**config.mk**
```make
export PLATFORM = sky130hd
export DESIGN_NAME = icache_dm
export DESIGN_NICKNAME = d
export VERILOG_FILES = /design/src/rtl/icache_dm.sv
export SDC_FILE = /design/constraint.sdc
export NUM_CORES = 1
export LEC_CHECK = 0
export BUFFER_PORTS_ARGS = -buffer_cell sky130_fd_sc_hd__buf_4
export CAP_MARGIN = 20
export CORE_AREA = 4 4 319 321
export CTS_CLUSTER_DIAMETER = 150
export DETAILED_ROUTE_END_ITERATION = 10
export DIE_AREA = 0 0 323 325
export PLACE_DENSITY = 0.62
export SYNTH_ARGS = -nofsm -noshare
export SYNTH_HDL_FRONTEND = slang
export SYNTH_SLANG_ARGS = --single-unit
```
**constraint.sdc**
```tcl
create_clock -name CLK -period 3.2 [get_ports CLK]
set_input_delay 0.16 -clock CLK [delete_from_list [all_inputs] [get_ports CLK]]
set_output_delay 0.16 -clock CLK [all_outputs]
set_load 0.005 [all_outputs]
```
**src/rtl/icache_dm.sv**
```systemverilog
// ---------------------------------------------------------------------------
// icache_dm
// Direct-mapped, one-word-per-line, read-only instruction cache placed
// between the datapath fetch port and the memory controller.
//
// Hits are served combinationally in the same cycle as the request. A miss
// starts a two-state fill FSM that issues a single-word read to memory,
// holds it until memory stops asserting iwait, and then installs the line.
// Asserting flush invalidates every line at the next clock edge.
//
// Parameters
//   SETS      number of lines (power of 2, at least 2)
//
// Ports
//   CLK       clock, rising edge
//   nRST      asynchronous, active-low reset
//   imemREN   datapath fetch request
//   imemaddr  datapath fetch byte address (bits [1:0] ignored)
//   ihit      requested word is valid on imemload this cycle
//   imemload  instruction word read from the indexed line
//   flush     invalidate all lines
//   iREN      memory read request (only while filling)
//   iaddr     memory read word address, [1:0] = 0
//   iwait     memory busy; a read completes when iREN=1 and iwait=0
//   iload     memory read data, valid when iwait=0
// ---------------------------------------------------------------------------
module icache_dm #(
    parameter int SETS = 16
) (
    input  logic        CLK,
    input  logic        nRST,
    input  logic        imemREN,
    input  logic [31:0] imemaddr,
    output logic        ihit,
    output logic [31:0] imemload,
    input  logic        flush,
    output logic        iREN,
    output logic [31:0] iaddr,
    input  logic        iwait,
    input  logic [31:0] iload
);

    localparam int IDX_W = $clog2(SETS);
    localparam int TAG_W = 30 - IDX_W;

    typedef enum logic {
        IDLE,
        FILL
    } state_t;

    state_t state;
    state_t next_state;

    logic [SETS-1:0]  valid;
    logic [TAG_W-1:0] tags [SETS];
    logic [31:0]      data [SETS];

    // Word address of the line being filled; the byte offset is always zero,
    // so only the upper 30 bits are kept.
    logic [29:0]      fill_word;
    // Set when a flush lands during a fill so the returning word is discarded.
    logic             drop;

    logic [IDX_W-1:0] req_idx;
    logic [TAG_W-1:0] req_tag;
    logic [IDX_W-1:0] fill_idx;
    logic [TAG_W-1:0] fill_tag;
    logic             lookup_hit;
    logic             start_fill;
    logic             fill_done;
    logic             install;

    // Byte offset bits are architecturally ignored by the fetch port.
    logic             unused_addr_bits;
    assign unused_addr_bits = ^imemaddr[1:0];

    assign req_idx  = imemaddr[IDX_W+1:2];
    assign req_tag  = imemaddr[31:IDX_W+2];
    assign fill_idx = fill_word[IDX_W-1:0];
    assign fill_tag = fill_word[29:IDX_W];

    assign lookup_hit = valid[req_idx] && (tags[req_idx] == req_tag);

    // No bypass from iload: the word becomes visible only once written.
    assign imemload = data[req_idx];

    // A flush on the completion cycle also discards the returning word.
    assign install = fill_done && !drop && !flush;

    // Next-state and output decode. Lookups only count as hits in IDLE; a
    // flush in IDLE still reports hits against the pre-flush contents but
    // suppresses starting a fill that cycle.
    always_comb begin
        next_state = state;
        ihit       = 1'b0;
        iREN       = 1'b0;
        iaddr      = 32'h0;
        start_fill = 1'b0;
        fill_done  = 1'b0;
        case (state)
            IDLE: begin
                ihit = imemREN && lookup_hit;
                if (imemREN && !lookup_hit && !flush) begin
                    start_fill = 1'b1;
                    next_state = FILL;
                end
            end
            FILL: begin
                iREN  = 1'b1;
                iaddr = {fill_word, 2'b00};
                if (!iwait) begin
                    fill_done  = 1'b1;
                    next_state = IDLE;
                end
            end
        endcase
    end

    always_ff @(posedge CLK or negedge nRST) begin
        if (!nRST) begin
            state <= IDLE;
        end else begin
            state <= next_state;
        end
    end

    // Fill bookkeeping: the missing address is latched when the fill starts
    // and stays put even if the datapath redirects mid-fill.
    always_ff @(posedge CLK or negedge nRST) begin
        if (!nRST) begin
            fill_word <= '0;
            drop      <= 1'b0;
        end else begin
            if (start_fill) begin
                fill_word <= imemaddr[31:2];
                drop      <= 1'b0;
            end else if (state == FILL && flush) begin
                drop      <= 1'b1;
            end
        end
    end

    // Line storage. Flush clears every valid bit; a completing fill that is
    // neither dropped nor coincident with a flush installs its line.
    always_ff @(posedge CLK or negedge nRST) begin
        if (!nRST) begin
            valid <= '0;
            for (int i = 0; i < SETS; i++) begin
                tags[i] <= '0;
                data[i] <= '0;
            end
        end else begin
            if (flush) begin
                valid <= '0;
            end else if (install) begin
                valid[fill_idx] <= 1'b1;
            end
            if (install) begin
                tags[fill_idx] <= fill_tag;
                data[fill_idx] <= iload;
            end
        end
    end

endmodule

```
==> metrics.log <==
[metrics] Filler cells: 8159
[metrics] number of flops mapped to enable cells by yosys: 0
[metrics] Antenna Nets Post-Route: 0
[metrics] Final Power: 33.11 mW
[metrics] clock period minus final worst setup slack: 3.385 ns
[metrics] R2R Path Start: tags[412]
[metrics] number of buffers added by the clock tree synthesis step: 105
[metrics] Post-Route WL: 117200 µm
[metrics] cell count after placement: 4089
[metrics] sequential element share of the synthesized area: 0.5518
[metrics] via count: 25350
[metrics] Cells after Synth: 2755
[metrics] cell leakage power: 24.98 nW
[metrics] kind of end point of the critical path: output pin
[metrics] latest clock arrival within the worst-skew pair: 0.67 ns
[metrics] number of max-capacitance violations reported: 0
[metrics] R2R Path End: fill_word[13]
[metrics] area taken by multi-input logic gates: 18980 µm²
[metrics] via-per-instance ratio: 5.829
[metrics] PD cells: 638.4 nW/µm²
[metrics] number of distinct library cell variants in the gate-level netlist after synthesis: 53
[metrics] Synthesis Warnings: 0
[metrics] Setup-failing EPs final: 1
[metrics] Post-synth top flop: dfrtp_1
[metrics] count of pins on the block boundary: 135
[metrics] effective utilization at floorplan: 0.4458
[metrics] post-route DRC violation count: 0
[metrics] WL/cell: 26.95 µm
[metrics] stage delay of the slowest cell on the critical path: 0.47 ns
[metrics] Worst Slack Setup Final: -0.1851 ns
[metrics] die span in x: 323 µm
[metrics] Syn Area/Cell: 16.06 µm²
[metrics] element type at the critical path start: flip-flop
[metrics] most frequent cells in the layout: 975 x dfrtp_1, 962 x mux2_2, 253 x mux4_2, 237 x buf_4, 110 x clkbuf_16
[metrics] setup repair after global routing missed its margin: true
[metrics] combined buffer and inverter count along the critical path: 1
[metrics] DRC marker count from the first detailed-route iteration: 1442
[metrics] Worst EP required: 3.04 ns
[metrics] global route total overflow: 0
[metrics] hold violation total from the final report: 0
[metrics] cells along the critical path: mux4_2 -> mux2i_1 -> xor2_2 -> a21oi_1 -> nor3_1 -> nand4_1 -> nor4_4 -> and4_4 -> buf_6
[metrics] Rel. slew slack: 0.2897
[metrics] Cell Area, Synth: 44260 µm²
[metrics] port bufs: 130
[metrics] drt pass-1 iters: 5
[metrics] final-layout worst hold slack: 0.1240 ns
[metrics] wire length of the first global-routing pass: 180500 µm
[metrics] Clock Tree Root: clkbuf_16
[metrics] clock edge transition at the registers on the reported setup and hold paths: 0.06 ns
[metrics] count of cells along the worst register-to-register path: 9
[metrics] final worst path period share: 1.058
[metrics] fraction of final layout cells sized beyond drive strength 1: 0.5552
[metrics] final core utilization: 0.5224
[metrics] vias in the first global route: 28330
[metrics] actual slew at the worst max-slew pin: 1.065 ns
[metrics] critical path peak fanout: 2
[metrics] fraction of registers with async set/reset: 1.000
[metrics] placeable core region: 99280 µm²
[metrics] overall global routing resource usage: 0.2265
[metrics] post-layout net count: 3033
[metrics] number of antenna violations at the first check in global routing: 7
[metrics] Final GP Congestion: 0.8137
[metrics] number of storage elements in the synthesis netlist: 976
[metrics] sum of negative setup slack: -0.1851 ns
[metrics] category of the most critical setup path: flip-flop to output pin
[metrics] post-route insts no fill: 4348
[metrics] family with the most delay on the worst path: simple AND/OR/NAND/NOR gates
[metrics] placed wire-length estimate after detailed placement: 69650 µm
[metrics] CTS tree: built
[metrics] sequential standard cell area: 24420 µm²
[metrics] slowest library cell on the worst path: mux4_2
[metrics] arrival time at the worst endpoint: 3.23 ns
[metrics] worst clock skew on the final layout: 0.02755 ns
[metrics] flop2flop setup slack: 0.02 ns
[metrics] pins over their slew limit: 0
[metrics] Max rail drop VDD: 0.3905 mV
[metrics] number of clock sinks: 976
[metrics] kind of path behind the tightest hold check: input port to asynchronous set/reset pin
[metrics] area of the die: 105000 µm²
[metrics] Die Y-Extent: 325 µm
[metrics] Row Count: 116
[metrics] Achievable Freq: 0.2954 GHz
[metrics] pin count of the biggest net entering global routing: 89
[metrics] H-tree levels: 3
[metrics] buffer depth of the longest clock path: 3
[metrics] failing checks: negative setup slack
[metrics] Layout area overhead: 17.19%
[metrics] leading cell type in the layout, fill and taps excluded: dfrtp_1
[metrics] result of the run: complete, but fails checks
-- Yosys cell counts (all sizes together), types with 5 or more instances --
cell type	number	area [µm²]
dfrtp	976	24420
mux2	964	10860
mux4	253	5698
buf	131	598.1
clkbuf	113	424.2
mux2i	55	550.5
and2	38	237.7
nand2	21	78.83
o21ai	18	90.09
xor2	17	148.9
inv	16	60.06
nor2b	15	93.84
a221oi	14	122.6
nor2	14	52.55
xnor2	14	122.6
a21o	7	52.55
a22o	7	61.31
nand3	7	35.03
nand4	7	43.79
and3	6	37.54
a22oi	5	37.54
nand2b	5	31.28
-- cell type report --
class / count / area share
Clock inverter: 23 / 0.005621
Clock buffer: 164 / 0.06118
Timing Repair Buffer: 345 / 0.06359
Sequential cell: 976 / 0.4709
Antenna cell: 6 / 0.0002895
Multi-Input combinational cell: 1520 / 0.3659
Tap cell: 1298 / 0.03131
Inverter: 16 / 0.001206
-- per-stage QoR --
stage          cell area, µm²  worst slack, ns
2_1_floorplan           44260           0.2323
3_3_place_gp            47590          -0.2090
3_5_place_dp            47590          -0.1192
4_1_cts                 51710          -0.2026
5_1_grt                 51850          -0.3367
6_report                51860          -0.1851
-- how the worst max path moves through the flow --
stage / from / to / slack (ns) / cells past startpoint
after floorplan: imemaddr[2] / imemload[22] / 0.23 / 9
after global placement: imemaddr[2] / ihit / -0.21 / 12
after detailed placement: imemaddr[2] / ihit / -0.12 / 12
after CTS: tags[92] / ihit / -0.20 / 10
after global routing: tags[196] / ihit / -0.34 / 10
final: tags[285] / ihit / -0.19 / 9
-- routing by layer --
layer	track usage	part of all wire	vias to the layer above	wire, µm
li1	-	-	10710	-
met2	0.3842	0.50	571	59020
met5	0	0.00010	-	12
met1	0.3100	0.43	13870	50420
met3	0.03329	0.042	190	4950
met4	0.05383	0.024	2	2797
-- sequential cells by signal, indices dropped and copies added (netlist names) --
name / flops
valid: 16
data: 512
fill_word: 30
tags: 416
state: 1
drop: 1
-- repair_timing --
| item | 4_1_cts | 5_1_grt |
|---|---|---|
| pin swaps | 5 | 1 |
| gates cloned | 0 | 3 |
| hold endpoints to repair | 607 | 0 |
| gates resized for setup | 8 | 11 |
| setup endpoints to repair | 1 | 31 |
| buffers inserted | 1 | 2 |
| hold buffers | 61 | 0 |
-- where the power goes --
part	internal, mW	total, mW	leakage [nW]	switching (mW)
Clock	7.25	12.1	1.70	4.87
Combinational	3.18	5.14	9.95	1.95
Sequential	14.5	15.9	13.3	1.39
-- logic make-up after synthesis --
kind of cell           count (synthesis)  synth area share
other                                  1        0.00008473
flip-flops                           976            0.5518
multiplexers                        1272            0.3865
AND/OR/NAND/NOR                      133           0.01727
buffers and inverters                260           0.02445
XOR/XNOR                              31          0.006135
AO/OA/AOI/OAI                         82           0.01374
Power figures use the tool's default switching activity.
